[src/rtl/fifo_rd_packer.sv]
`timescale 1ns/1ps
`default_nettype none
// ============================================================================
//  Module   : fifo_rd_packer
//  Brief    : Read-side consumer of an 8-bit async FIFO. Issues alternating
//             pops, absorbs the fixed read latency, packs bytes little-endian
//             into words and offers them on a valid/ready stream. A flush
//             pulse emits a partial word with a byte-keep mask.
//  Revision : 1.0 - initial release
// ============================================================================
module fifo_rd_packer #(
  parameter int DATA_W = 8,
  parameter int BYTES  = 4,
  parameter int RD_LAT = 2
) (
  input  logic                      rclk,
  input  logic                      rrst,
  input  logic                      fifo_empty,
  input  logic [DATA_W-1:0]         fifo_data,
  output logic                      fifo_r_en,
  input  logic                      flush,
  output logic [DATA_W*BYTES-1:0]   m_data,
  output logic [BYTES-1:0]          m_keep,
  output logic                      m_valid,
  input  logic                      m_ready,
  output logic                      busy
);

  localparam int CNT_W  = $clog2(BYTES + 1);
  localparam int SUM_W  = $clog2(BYTES + RD_LAT + 2);
  localparam int WORD_W = DATA_W * BYTES;

  logic                r_fifo_r_en;
  logic [RD_LAT-1:0]   r_pipe;
  logic [CNT_W-1:0]    r_cnt;
  logic [WORD_W-1:0]   r_asm;
  logic [WORD_W-1:0]   r_m_data;
  logic [BYTES-1:0]    r_m_keep;
  logic                r_m_valid;
  logic                r_flush_pend;

  logic [SUM_W-1:0]    w_inflight;
  logic [SUM_W-1:0]    w_sum;
  logic                w_land;
  logic [CNT_W-1:0]    w_cnt_nx;
  logic [WORD_W-1:0]   w_asm_nx;
  logic [BYTES-1:0]    w_keep_nx;
  logic                w_out_free;
  logic                w_full_move;
  logic                w_drained;
  logic                w_flush_move;
  logic                w_flush_done;
  logic                w_move;
  logic                w_pop;

  // Pops outstanding: the one being issued now plus those riding the latency pipe
  always_comb begin
    w_inflight = SUM_W'(r_fifo_r_en);
    for (int i = 0; i < RD_LAT; i++) begin
      w_inflight = w_inflight + SUM_W'(r_pipe[i]);
    end
  end

  // Landing byte inserted into its slot, and the keep mask for the resulting fill level
  always_comb begin
    w_asm_nx  = r_asm;
    w_keep_nx = '0;
    for (int b = 0; b < BYTES; b++) begin
      if (w_land && (CNT_W'(b) == r_cnt)) begin
        w_asm_nx[b*DATA_W +: DATA_W] = fifo_data;
      end
      w_keep_nx[b] = (CNT_W'(b) < w_cnt_nx);
    end
  end

  assign w_land     = r_pipe[RD_LAT-1];
  assign w_cnt_nx   = r_cnt + CNT_W'(w_land);
  assign w_sum      = SUM_W'(r_cnt) + w_inflight;
  assign w_out_free = !r_m_valid || m_ready;

  // A completed word moves on the very edge its last byte lands, if the output can take it
  assign w_full_move  = (w_cnt_nx == CNT_W'(BYTES)) && w_out_free;
  assign w_drained    = r_flush_pend && (w_inflight == '0);
  assign w_flush_move = w_drained && (r_cnt != '0) && w_out_free;
  assign w_flush_done = w_drained && ((r_cnt == '0) || w_out_free);
  assign w_move       = w_full_move || w_flush_move;

  // Issue every other cycle at most: the empty flag is one cycle stale after a pop
  assign w_pop = !fifo_empty && !r_fifo_r_en && (w_sum < SUM_W'(BYTES))
               && !r_flush_pend && !flush;

  // Latency pipe: the tail bit marks the cycle the popped byte is on fifo_data
  generate
    if (RD_LAT == 1) begin : g_pipe_single
      always_ff @(posedge rclk) begin
        if (rrst) r_pipe <= '0;
        else      r_pipe <= r_fifo_r_en;
      end
    end else begin : g_pipe_shift
      always_ff @(posedge rclk) begin
        if (rrst) r_pipe <= '0;
        else      r_pipe <= {r_pipe[RD_LAT-2:0], r_fifo_r_en};
      end
    end
  endgenerate

  // Pop request register
  always_ff @(posedge rclk) begin
    if (rrst) r_fifo_r_en <= 1'b0;
    else      r_fifo_r_en <= w_pop;
  end

  // Assembly buffer and byte count; cleared whenever a word leaves for the output
  always_ff @(posedge rclk) begin
    if (rrst) begin
      r_asm <= '0;
      r_cnt <= '0;
    end else if (w_move) begin
      r_asm <= '0;
      r_cnt <= '0;
    end else if (w_land) begin
      r_asm <= w_asm_nx;
      r_cnt <= w_cnt_nx;
    end
  end

  // Output holding register with valid/ready handshake
  always_ff @(posedge rclk) begin
    if (rrst) begin
      r_m_data  <= '0;
      r_m_keep  <= '0;
      r_m_valid <= 1'b0;
    end else if (w_move) begin
      r_m_data  <= w_asm_nx;
      r_m_keep  <= w_keep_nx;
      r_m_valid <= 1'b1;
    end else if (r_m_valid && m_ready) begin
      r_m_valid <= 1'b0;
    end
  end

  // Flush-pending flag; a new pulse while pending is ignored
  always_ff @(posedge rclk) begin
    if (rrst)              r_flush_pend <= 1'b0;
    else if (w_flush_done) r_flush_pend <= 1'b0;
    else if (flush)        r_flush_pend <= 1'b1;
  end

  assign fifo_r_en = r_fifo_r_en;
  assign m_data    = r_m_data;
  assign m_keep    = r_m_keep;
  assign m_valid   = r_m_valid;
  assign busy      = (r_cnt != '0) || (w_inflight != '0) || r_m_valid || r_flush_pend;

endmodule
`default_nettype wire

[config.mk]
export PLATFORM = sky130hd
export DESIGN_NAME = fifo_rd_packer
export DESIGN_NICKNAME = d
export VERILOG_FILES = /design/src/rtl/fifo_rd_packer.sv
export SDC_FILE = /design/constraint.sdc
export NUM_CORES = 1
export LEC_CHECK = 0
export BUFFER_PORTS_ARGS = -buffer_cell sky130_fd_sc_hd__buf_2
export CAP_MARGIN = 20
export CORE_MARGIN = 3
export CORE_UTILIZATION = 52
export CTS_BUF_LIST = sky130_fd_sc_hd__clkbuf_4 sky130_fd_sc_hd__clkbuf_8
export DETAILED_ROUTE_END_ITERATION = 10
export HOLD_SLACK_MARGIN = 0.05
export PLACE_DENSITY = 0.75
export SLEW_MARGIN = 15
export SYNTH_ARGS = -nofsm -noshare
export SYNTH_HDL_FRONTEND = slang
export SYNTH_SLANG_ARGS = --single-unit
[constraint.sdc]
create_clock -name rclk -period 4.3 [get_ports rclk]
set_clock_uncertainty 0.05 [all_clocks]
set_input_delay 0 -clock rclk [delete_from_list [all_inputs] [get_ports rclk]]
set_output_delay 0 -clock rclk [all_outputs]
set_load 0.05 [all_outputs]
==> impl_metrics.ini <==
[outcome]
outcome = finished, final reports clean

[setup_path]
path_buf_inv = 0
arrival_ns = 3.08
cp_top_family = compound AO/OA/AOI/OAI gates
worstPathRequired_ns = 4.44
crit_path_cell_trace = fa_1, or3b_1, o22ai_4, a21o_1, nor2_1
startpoint_type = flop
cp_slowest_stage_delay_ns = 0.88
critPathKind = flop to flop
cp_slowest_cell = a21o_1
end_kind = flop
path_max_fanout = 35

[route]
routed_wl_um = 6400
drc = 0
wl_met1_um = 3180
wl_met2_um = 2810
drt_pass1_iterations = 4
viasPerCell = 5.42
dr_wl_met3_um = 279
ant_nets = 0
detail_route.iter0.violations = 159
top_layer = met4
wl_per_cell_um = 15.6
vias = 2221

[clock_tree]
cts_sinks = 76
postCtsSetupBuffers = 0
clkLatencyLatePin_ns = 0.35
clkTransAtPathRegs_ns = 0.07
cts_tree = done
root_buffer = clkbuf_8
cts_max_level = 3
cts-buffers-inserted = 9
clock_path_buffers = 2

[synthesis]
synth_cell_types = 35
synth_edf_count = 0
yosysTopAreaCellShare_pct = 51.6
postSynthAreaPerCell_um2 = 10.4
yosys.area.top_type = dfxtp_1
synth_nets = 300
synthArstFlopShare_pct = 0
ys_top_cells_by_area = dfxtp_1, mux2i_1, a211oi_1
syn_area_um2 = 2950
ys_warn_count = 0
ys_ff_latch = 76
ys_top_cells_by_count = dfxtp_1, nor2_1, a21oi_1
synth-main-ff-cell = dfxtp_1
synthCells = 283
ys_seq_area_share_pct = 51.6
synth.most_common_cell = dfxtp_1

[placement]
routabilityCongestion = 0.755
hpwl_um = 4050
io_buffers = 51

[sta]
rsz0062_at_grt = no
fmax_mhz = 340
fin_crit_ns = 2.94
hold_slack_ns = 0.0760
period_share_pct = 68.3
hold_viol = 0
tightest_slew_ns = 1.11
max_slew_margin_pct = 25.8
setup_viol = 0
tns_ns = 0
slew_violations = 0

[floorplan]
start_util_pct = 55.6
die_area_um2 = 6610
dieWidth_um = 81.3
die_h_um = 81.3
core-area_um2 = 5300
boundaryPins = 52
rows = 26

[finish]
final_nets = 352
drive_gt1_share_pct = 25.3
area_growth_pct = 18.9
n_fill_cell = 434
multi_input_comb_area_um2 = 1280
diodes = 0
regArea_um2 = 1520

[global_route]
grt-ovfl-total = 0
antenna_found_initial = 0
grt_pass1_vias = 2064
grt.total_usage_pct = 21.1
grt_pass1_wl_um = 10400
grt_max_degree = 43

[power]
ir_worst_vdd_mv = 0.261
p_leak_uw = 0.00141
powerDensity_nw_per_um2 = 382

[flow_run]
cap_viol_max_count = 0

[worst_hold_path]
hold_path_class = primary input to flop
[state kept, by name (all words and copies together), names as in the netlist]
signal and count:
fifo_r_en 1, m_data 32, m_keep 4, m_valid 1, r_asm 32, r_cnt 3, r_flush_pend 1, r_pipe 2
[worst paths after layout]
path / startpoint / endpoint / slack [ns] / cells past startpoint
worst min-delay path: m_ready / m_keep[0] / 0.08 / 4
worst min register to register: m_keep[0] / m_keep[0] / 0.44 / 2
worst max register to register: r_pipe[1] / r_asm[13] / 1.36 / 5
worst max-delay path: r_pipe[1] / r_asm[13] / 1.36 / 5
[metrics by stage]
step,total power (uW),worst slack (ns),instances,cell area (um^2),utilization [%]
final,1340,1.36,410,3510,66.1
after global routing,1380,1.22,410,3510,66.1
after CTS,1350,1.39,409,3500,66.0
after detailed placement,768,1.40,383,3180,60.0
after global placement,768,1.51,383,3180,60.0
after floorplan,755,1.73,283,2950,-
[worst register-to-register path, cell delays in order (launching register included)]
cell	delay [ns]
dfxtp_1	0.52
fa_1	0.51
or3b_1	0.51
o22ai_4	0.17
a21o_1	0.88
nor2_1	0.14
[metal layers]
| metal | vias to the layer above | track usage [%] |
|---|---|---|
| met3 | 12 | 6.10 |
| met2 | 57 | 31.0 |
| met1 | 1039 | 28.4 |
| met4 | 0 | 9.63 |
| met5 | - | 0 |
| li1 | 1113 | - |
[layout by cell type (no fill, tap or decap), types with 2 or more instances in the layout]
cell type	instances
a211oi_1	29
a211oi_2	6
a21oi_1	38
buf_2	51
buf_4	5
clkbuf_4	2
clkbuf_8	12
dfxtp_1	76
dlygate4sd3_1	10
ha_1	3
mux2i_1	34
nand2_1	2
nor2_1	41
nor2b_1	3
nor3_1	2
nor4bb_2	2
xor2_1	3
[timing repair]
action                    CTS  global route
resized for setup           0             0
hold buffers               10             0
hold endpoints to repair   39             0
[layout make-up]
| cell class | instances | share of cell area, % |
|---|---|---|
| Sequential cell | 76 | 43.4 |
| Multi-Input combinational cell | 181 | 36.5 |
| Timing Repair Buffer | 67 | 11.4 |
| Clock buffer | 13 | 4.92 |
| Tap cell | 70 | 2.50 |
| Clock inverter | 3 | 1.25 |
[where the power goes]
group	switching (uW)	internal [uW]
Clock	257	322
Combinational	33.2	18.2
Sequential	2.23	706
[kinds of logic after synthesis]
kind of cell	after synthesis	share of synthesized area [%]
adders and majority gates	4	1.95
muxes	34	11.5
DFF	76	51.6
buffers and inverters	26	5.60
AOI/OAI and AO/OA	80	18.5
xor gates and xnor gates	4	1.19
and+or+nand+nor	59	9.63
Note: power is estimated with default switching activity, not from simulation.
